**src/rtl/agex_muldiv_unit.sv**
```systemverilog
// Iterative radix-2 multiply/divide unit for the AGEX stage (RV M-extension funct3 set).
// One operation in flight; divide-by-zero and signed overflow bypass the engine.
module agex_muldiv_unit #(
    parameter int XLEN      = 32,
    parameter int REGNOBITS = 5
) (
    input  logic                 clk,
    input  logic                 reset,
    input  logic                 in_valid,
    output logic                 in_ready,
    input  logic [2:0]           in_op,
    input  logic [XLEN-1:0]      in_a,
    input  logic [XLEN-1:0]      in_b,
    input  logic [REGNOBITS-1:0] in_rd,
    input  logic                 flush,
    output logic                 out_valid,
    input  logic                 out_ready,
    output logic [XLEN-1:0]      out_result,
    output logic [REGNOBITS-1:0] out_rd,
    output logic                 busy
);

    localparam int CW = $clog2(XLEN) + 1;
    localparam logic [CW-1:0]   LAST    = CW'(XLEN - 1);
    localparam logic [XLEN-1:0] MIN_VAL = {1'b1, {(XLEN-1){1'b0}}};

    typedef enum logic [1:0] {IDLE, BUSY, DONE} state_t;

    state_t                 state, state_next;
    logic [CW-1:0]          count;
    logic [XLEN-1:0]        acc_hi, acc_lo, mcand, result_q;
    logic [2:0]             op_q;
    logic [REGNOBITS-1:0]   rd_q;
    logic                   neg_q;

    logic                   accept, special, last_step;
    logic                   sign_a, sign_b, a_neg, b_neg, neg_load, div_zero, overflow;
    logic [XLEN-1:0]        a_mag, b_mag, special_res;

    logic [XLEN:0]          sum, shifted;
    logic                   ge;
    logic [XLEN-1:0]        div_sub, next_hi, next_lo, div_val, div_res, mul_res, final_res;
    logic [2*XLEN-1:0]      prod, prod_fix;

    // Operands are reduced to magnitudes so one unsigned engine serves every op.
    always_comb begin
        sign_a      = (in_op == 3'd1) || (in_op == 3'd2) || (in_op == 3'd4) || (in_op == 3'd6);
        sign_b      = (in_op == 3'd1) || (in_op == 3'd4) || (in_op == 3'd6);
        a_neg       = sign_a & in_a[XLEN-1];
        b_neg       = sign_b & in_b[XLEN-1];
        a_mag       = a_neg ? -in_a : in_a;
        b_mag       = b_neg ? -in_b : in_b;
        neg_load    = (in_op[2] & in_op[1]) ? a_neg : (a_neg ^ b_neg);
        div_zero    = in_op[2] && (in_b == '0);
        overflow    = in_op[2] && !in_op[0] && (in_a == MIN_VAL) && (in_b == '1);
        special     = div_zero || overflow;
        special_res = div_zero ? (in_op[1] ? in_a : '1) : (in_op[1] ? '0 : MIN_VAL);
    end

    // One shift-add or restoring-subtract step; acc_hi is partial product or remainder.
    always_comb begin
        sum     = {1'b0, acc_hi} + (acc_lo[0] ? {1'b0, mcand} : '0);
        shifted = {acc_hi, acc_lo[XLEN-1]};
        ge      = shifted >= {1'b0, mcand};
        div_sub = shifted[XLEN-1:0] - mcand;
        if (op_q[2]) begin
            next_hi = ge ? div_sub : shifted[XLEN-1:0];
            next_lo = {acc_lo[XLEN-2:0], ge};
        end else begin
            next_hi = sum[XLEN:1];
            next_lo = {sum[0], acc_lo[XLEN-1:1]};
        end
        prod      = {next_hi, next_lo};
        prod_fix  = neg_q ? -prod : prod;
        mul_res   = (op_q == 3'd0) ? prod_fix[XLEN-1:0] : prod_fix[2*XLEN-1:XLEN];
        div_val   = op_q[1] ? next_hi : next_lo;
        div_res   = neg_q ? -div_val : div_val;
        final_res = op_q[2] ? div_res : mul_res;
    end

    always_ff @(posedge clk or negedge reset) begin
        if (!reset) state <= IDLE;
        else        state <= state_next;
    end

    always_comb begin
        state_next = state;
        in_ready   = 1'b0;
        accept     = 1'b0;
        last_step  = 1'b0;
        case (state)
            IDLE: begin
                in_ready = 1'b1;
                if (in_valid && !flush) begin
                    accept     = 1'b1;
                    state_next = special ? DONE : BUSY;
                end
            end
            BUSY: begin
                if (flush) begin
                    state_next = IDLE;
                end else if (count == LAST) begin
                    last_step  = 1'b1;
                    state_next = DONE;
                end
            end
            DONE: begin
                if (flush || out_ready) state_next = IDLE;
            end
            default: state_next = IDLE;
        endcase
    end

    // The final engine step is folded into result formatting so the result lands with DONE.
    always_ff @(posedge clk or negedge reset) begin
        if (!reset) begin
            count    <= '0;
            acc_hi   <= '0;
            acc_lo   <= '0;
            mcand    <= '0;
            result_q <= '0;
            op_q     <= '0;
            rd_q     <= '0;
            neg_q    <= 1'b0;
        end else if (accept) begin
            count    <= '0;
            acc_hi   <= '0;
            acc_lo   <= a_mag;
            mcand    <= b_mag;
            result_q <= special ? special_res : '0;
            op_q     <= in_op;
            rd_q     <= in_rd;
            neg_q    <= neg_load;
        end else if (state == BUSY && !flush) begin
            acc_hi <= next_hi;
            acc_lo <= next_lo;
            count  <= count + CW'(1);
            if (last_step) result_q <= final_res;
        end
    end

    assign busy       = (state != IDLE);
    assign out_valid  = (state == DONE);
    assign out_result = out_valid ? result_q : '0;
    assign out_rd     = out_valid ? rd_q : '0;

endmodule

```
**config.mk**
```make
export PLATFORM = sky130hd
export DESIGN_NAME = agex_muldiv_unit
export DESIGN_NICKNAME = d
export VERILOG_FILES = /design/src/rtl/agex_muldiv_unit.sv
export SDC_FILE = /design/constraint.sdc
export NUM_CORES = 1
export LEC_CHECK = 0
export ABC_CLOCK_PERIOD_IN_PS = 5300
export CAP_MARGIN = 30
export CORE_MARGIN = 8
export CORE_UTILIZATION = 30
export CTS_CLUSTER_SIZE = 20
export DETAILED_ROUTE_END_ITERATION = 10
export PLACE_DENSITY = 0.53
export SYNTH_ARGS = -nofsm -noshare
export SYNTH_HDL_FRONTEND = slang
export SYNTH_SLANG_ARGS = --single-unit
```
**constraint.sdc**
```tcl
create_clock -name clk -period 5.3 [get_ports clk]
set_input_delay 1.59 -clock clk [delete_from_list [all_inputs] [get_ports clk]]
set_output_delay 1.59 -clock clk [all_outputs]
set_load 0.1 [all_outputs]
```
After elaboration in Yosys (flattened, before gate mapping)
Index checks and enable logic that the tools add are counted.
{"block": "word_totals", "out_inout_bits": 40, "regBits": 145}
{"block": "classes", "addsub": 7, "eq_ne": 12, "bitwise": 4, "order_cmp": 1, "mux": 39, "n_reduce_logical": 23}
{"op": "$mux 32", "n": 22}
{"op": "$neg 32->32", "n": 3}
{"op": "$eq 32x32->1 const B", "n": 2}
{"op": "$mux 64", "n": 1}
{"op": "$neg 64->64", "n": 1}
{"op": "$add 32x32->33", "n": 1}
{"op": "$ge 33x32->1", "n": 1}
{"op": "$logic_not 32->1", "n": 1}
{"op": "$sub 32x32->32", "n": 1}
{"op": "$mux 6", "n": 2}
{"op": "$mux 2", "n": 5}
{"op": "$logic_or 1x1->1", "n": 7}
{"op": "$mux 1", "n": 7}
{"op": "$add 6x1->6 const B", "n": 1}
{"op": "$eq 3x3->1 const B", "n": 2}
{"op": "$eq 6x5->1 const B", "n": 1}
{"op": "$logic_and 1x1->1", "n": 6}
{"op": "$pmux 2 s3", "n": 1}
{"op": "$reduce_bool 2->1", "n": 3}
{"op": "$mux 5", "n": 1}
{"op": "$and 1x1->1", "n": 3}
{"op": "$eq 3x1->1 const B", "n": 1}
{"op": "$eq 3x2->1 const B", "n": 1}
{"op": "$logic_not 3->1", "n": 1}
{"op": "10 further kinds", "n": 11}

Longest topological paths before layout
{"block": "logic_depth", "depth_word": 10, "mapped_depth": 22}

Worst setup path before layout
OpenSTA, ideal clock, no wires.
{"block": "synth_path", "kind": "register to register", "startpoint": "reg acc_hi[29]", "endpoint": "reg result_q[26]", "required_time_ns": 5.234, "path_slack_ns": 0.551, "stages_incl_launch_ff": 21, "arrival_time_ns": 4.683, "path_cell_list": "dfrtp_1 > ha_1 > a21o_1 > a211oi_1 > o21ai_1 > a41oi_2 > clkbuf_1 > a41oi_1 > inv_1 > ha_1 > o211ai_1 > nor2_1 > nand3b_1 > nor2_1 > o211ai_1 > nor4_2 > nand4_2 > nor4_4 > mux2_2 > o31ai_1 > a31o_1"}
{"block": "synth_via", "elab_chain_cells": 10, "word_cells_on_any_way": 14, "classes_between": "2 x add/sub; 1 x order compare; 11 x mux"}
{"item": "from (decl)", "line_no": "31", "source": "logic [XLEN-1:0] acc_hi, acc_lo, mcand, result_q;"}
{"item": "from (signal assigned)", "line_no": "135", "source": "acc_hi <= next_hi;"}
{"item": "$ge 33x32->1 (*)", "line_no": "64", "source": "ge = shifted >= {1'b0, mcand};"}
{"item": "$mux 32", "line_no": "67", "source": "next_hi = ge ? div_sub : shifted[XLEN-1:0];"}
{"item": "$mux 32", "line_no": "66", "source": "if (op_q[2]) begin"}
{"item": "$neg 64->64 / $mux 32 (equally long branches)", "line_no": "74, 76"}
{"item": "$mux 64 / $neg 32->32 (equally long branches)", "line_no": "74, 77"}
{"item": "$mux 32, on equally long branches", "line_no": "75, 77"}
{"item": "$mux 32 (*)", "line_no": "78", "source": "final_res = op_q[2] ? div_res : mul_res;"}
{"item": "$mux 32 (*)", "line_no": "138", "source": "if (last_step) result_q <= final_res;"}
{"item": "$mux 32 (*)", "line_no": "134", "source": "end else if (state == BUSY && !flush) begin"}
{"item": "$mux 32 (*)", "line_no": "125", "source": "end else if (accept) begin"}
{"item": "to (signal assigned)", "line_no": "130", "source": "result_q <= special ? special_res : '0;"}
{"item": "to (signal assigned)", "line_no": "138"}
{"item": "to (decl)", "line_no": "31"}
Mark *: on every way between the ends. The rest lies on a longest branch, timed or not. The select of a mux whose other input is x is not followed.
A chain may end at the register's enable or synchronous reset.

Worst setup path after layout
{"block": "layout_path", "startpoint": "reg mcand[30]", "endpoint": "reg result_q[22]"}
{"block": "layout_via", "elab_chain_cells": 10, "word_cells_on_any_way": 14, "classes_between": "2 x add/sub; 1 x order compare; 11 x mux"}
{"item": "from (decl)", "line_no": "31"}
{"item": "from (signal assigned)", "line_no": "129", "source": "mcand <= b_mag;"}
{"item": "$ge 33x32->1 (*)", "line_no": "64"}
{"item": "$mux 32", "line_no": "67"}
{"item": "$mux 32", "line_no": "66"}
{"item": "$neg 64->64 / $mux 32 (equally long branches)", "line_no": "74, 76"}
{"item": "$mux 64 / $neg 32->32 (equally long branches)", "line_no": "74, 77"}
{"item": "$mux 32, on equally long branches", "line_no": "75, 77"}
{"item": "$mux 32 (*)", "line_no": "78"}
{"item": "$mux 32 (*)", "line_no": "138"}
{"item": "$mux 32 (*)", "line_no": "134"}
{"item": "$mux 32 (*)", "line_no": "125"}
Marked as above.

==> out/qor.txt <==
Outcome - finished, final reports clean
CP Launch Type - flop
Crit Path Category - flop to flop
CTS tree - done
Initial antenna violation count - 4
Arr. time, crit path - 5.55 ns
Final hold viol count - 0
Crit-path cells - inv_1 > ha_1 > a21o_1 > a211oi_1 > o21ai_1 > a41oi_2 > buf_4 > buf_6 > a31oi_1 > a311o_1 > o21ai_0 > ha_1 > inv_1 > o32a_1 > buf_4 > nor2_1 > nand4_1 > o21ai_1 > nor4b_1 > nor3_1
Pin count of the biggest net entering global routing - 87
Ys flop type - dfrtp_1
Peak VDD IR - 0.245 mV
Top layer in use - met5
Reg clk slew, reported paths - 0.08 ns
Met2 Wirelength - 36800 µm
Final WL - 80300 µm
Final std cells w/o fill - 3266
WL met3 - 6260 µm
Final setup fails - 0
Syn nets - 2466
Area delta synth->final - 21.0%
WP buf/inv - 5
Worst r2r path cells - 20
Number of cells on the critical path - 20
DR vias - 19559
First-pass GRT wire length - 121000 µm
Port bufs - 116
M1 wire length - 34100 µm
CTS max path bufs - 2
Vias in the first global route - 19091
Crit path max fanout - 22
Overflow after GRT - 0
N_diodes - 0
Drt wl/cell - 24.6 µm
GR Util All Layers - 23.7%
Slew Limit Fails - 0
Root Buffer - clkbuf_16
Crit path max-delay cell type - dfrtp_1
Syn. warnings - 0
Period utilization - 97.5%
Tmin final - 5.17 ns
CTS Buf Count - 17
Pre-antenna DRT Iters - 6
Antenna viol nets, final - 0
Unique masters post-synth - 111
Gate Count Post-Synth - 2317
Htree depth - 4
Critical path required time - 5.68 ns
Largest stage delay on the critical path - 0.50 ns
Cell area after synthesis - 17200 µm²
DR vias/cell - 5.99
Critical Path Sink Type - flop
Io pins - 117
Ratio of cells with drive above 1 in the final layout - 13.4%
Sequential share of the synthesized area - 21.1%
HP Class - flop to flop
Fin util - 36.8%
Hold Path Cell Cnt - 2
Die W - 255 µm
DRC - 0
Number of flops mapped to enable cells by yosys - 0
Yosys reg bits - 145
Max Fclk - 0.194 GHz
Dpl cells - 3231
RSZ-0062 raised after global routing - false
Number of core rows - 87
Die footprint - 65200 µm²
Leak pwr - 8.40 nW
CP delay by family, top - compound AO/OA/AOI/OAI gates
Syn Area/Cell - 7.41 µm²
Skew final - 0.0168 ns
Die height - 255 µm
Number of max-cap violations - 0
1st-iter DRT viols - 2190
Core footprint - 56500 µm²
Async set or reset register ratio after synthesis - 100%
CTS sink cnt - 145
Worst-skew pair later-pin latency - 0.50 ns
Routability cong. - 1.00
Dpl hpwl - 63200 µm
# nets final - 2647
Initial core utilization - 30.4%
Power Density - 535 nW/µm²
Slew Limit Headroom - 32.5%
Worst Tran Pin Value - 1.01 ns
-- cells by family after synthesis --
group | share of synthesized area, %
AOI/OAI and AO/OA | 31.5
DFF | 21.1
muxes | 3.72
and+or+nand+nor | 25.2
xor gates and xnor gates | 7.70
buffers and inverters | 5.44
adders and majority gates | 5.33
-- final timing paths --
check	start	end	slack, ns
worst max-delay path	mcand[30]$_DFFE_PN0P_	result_q[22]$_DFFE_PN0P_	0.13
worst min-delay path	result_q[4]$_DFFE_PN0P_	result_q[4]$_DFFE_PN0P_	0.48
worst max register to register	mcand[30]$_DFFE_PN0P_	result_q[22]$_DFFE_PN0P_	0.13
worst min register to register	result_q[4]$_DFFE_PN0P_	result_q[4]$_DFFE_PN0P_	0.48
max in group asynchronous	reset	mcand[29]$_DFFE_PN0P_	3.66
min in group asynchronous	reset	acc_lo[27]$_DFFE_PN0P_	0.90
-- timing repair --
item                                    CTS  global route
gates resized for setup                   0            10
hold buffers                              0             0
setup buffers                             0             3
endpoints found under the setup margin    0             9
-- placed cells by master, fill, tap and decap left out, drive strengths merged, types with 15 or more instances in the layout --
| cell type | netlist | final |
|---|---|---|
| a211oi | 26 | 26 |
| nand2b | 19 | 19 |
| a31oi | 38 | 38 |
| o21ai | 223 | 223 |
| dfrtp | 145 | 145 |
| a21o | 24 | 24 |
| mux2 | 20 | 20 |
| nand2 | 263 | 263 |
| xnor2 | 89 | 89 |
| nand4 | 45 | 45 |
| ha | 70 | 70 |
| o31ai | 40 | 40 |
| nor3 | 70 | 70 |
| a22oi | 15 | 15 |
| nor2 | 182 | 182 |
| xor2 | 62 | 62 |
| clkbuf | 97 | 20 |
| clkdlybuf4s50 | 0 | 108 |
| or3 | 27 | 27 |
| inv | 86 | 88 |
| mux2i | 38 | 38 |
| o21a | 21 | 21 |
| nand3 | 57 | 57 |
| buf | 47 | 198 |
| o221ai | 26 | 26 |
| nor4 | 21 | 21 |
| o211ai | 34 | 34 |
| and2 | 82 | 82 |
| nor3b | 15 | 15 |
| a21oi | 170 | 170 |
| and3 | 16 | 16 |
-- final cells by class --
class                           instances  area, µm²
Fill cell                            5932      35700
Multi-Input combinational cell       1942      12700
Sequential cell                       145       3640
Timing Repair Buffer                  306       2630
Tap cell                              756        946
Clock buffer                           20        457
Inverter                               86        323
Clock inverter                         11        108
-- synthesized netlist by cell type (27+ instances only) --
master    number  area, µm²
a21oi_1      166        831
a31oi_1       36        225
and2_1        82        513
buf_2         27        135
clkbuf_1      97        364
dfrtp_1      145       3630
ha_1          70        876
inv_1         86        323
mux2i_1       36        360
nand2_1      262        983
nand3_1       53        265
nand4_1       44        275
nor2_1       181        679
nor3_1        66        330
o211ai_1      33        248
o21ai_0      212       1060
o31ai_1       37        278
xnor2_1       89        780
xor2_1        62        543
-- worst register-to-register path, delay by kind of cell, from the launching register on --
kind            cells  cell delay [ns]
compound gates      9             2.32
simple gates        4             0.91
buf+inv             5             0.75
fa+ha+maj           2             0.58
flops               1             0.50
-- routing by layer --
layer / GRT usage (%) / up-vias
li1: - / 8971
met5: 0 / -
met1: 30.9 / 9521
met2: 38.1 / 911
met4: 9.77 / 4
met3: 4.59 / 152
-- sequential cells by signal, summed over array words and instances, names as in the netlist --
name / count
op_q: 3
acc_hi: 32
state: 2
neg_q: 1
mcand: 32
rd_q: 5
result_q: 32
count: 6
acc_lo: 32
-- where the power goes --
part / switching [mW] / internal, mW / total, mW
logic: 5.06 / 3.00 / 8.06
registers: 0.417 / 1.38 / 1.80
clock network: 0.594 / 0.670 / 1.26
-- through the flow --
stage	hold slack [ns]	power (mW)	cell area, µm²	setup TNS (ns)	setup slack (ns)
5_1_grt	0.512	11.8	20800	0	0.0257
3_5_place_dp	0.460	9.63	20100	-0.173	-0.136
3_3_place_gp	0.455	9.56	20100	-0.153	-0.153
6_report	0.475	11.1	20800	0	0.134
4_1_cts	0.478	10.9	20700	0	0.196
2_1_floorplan	0.437	6.72	17200	0	0.551
No activity file was read; power rests on OpenSTA's default activity.
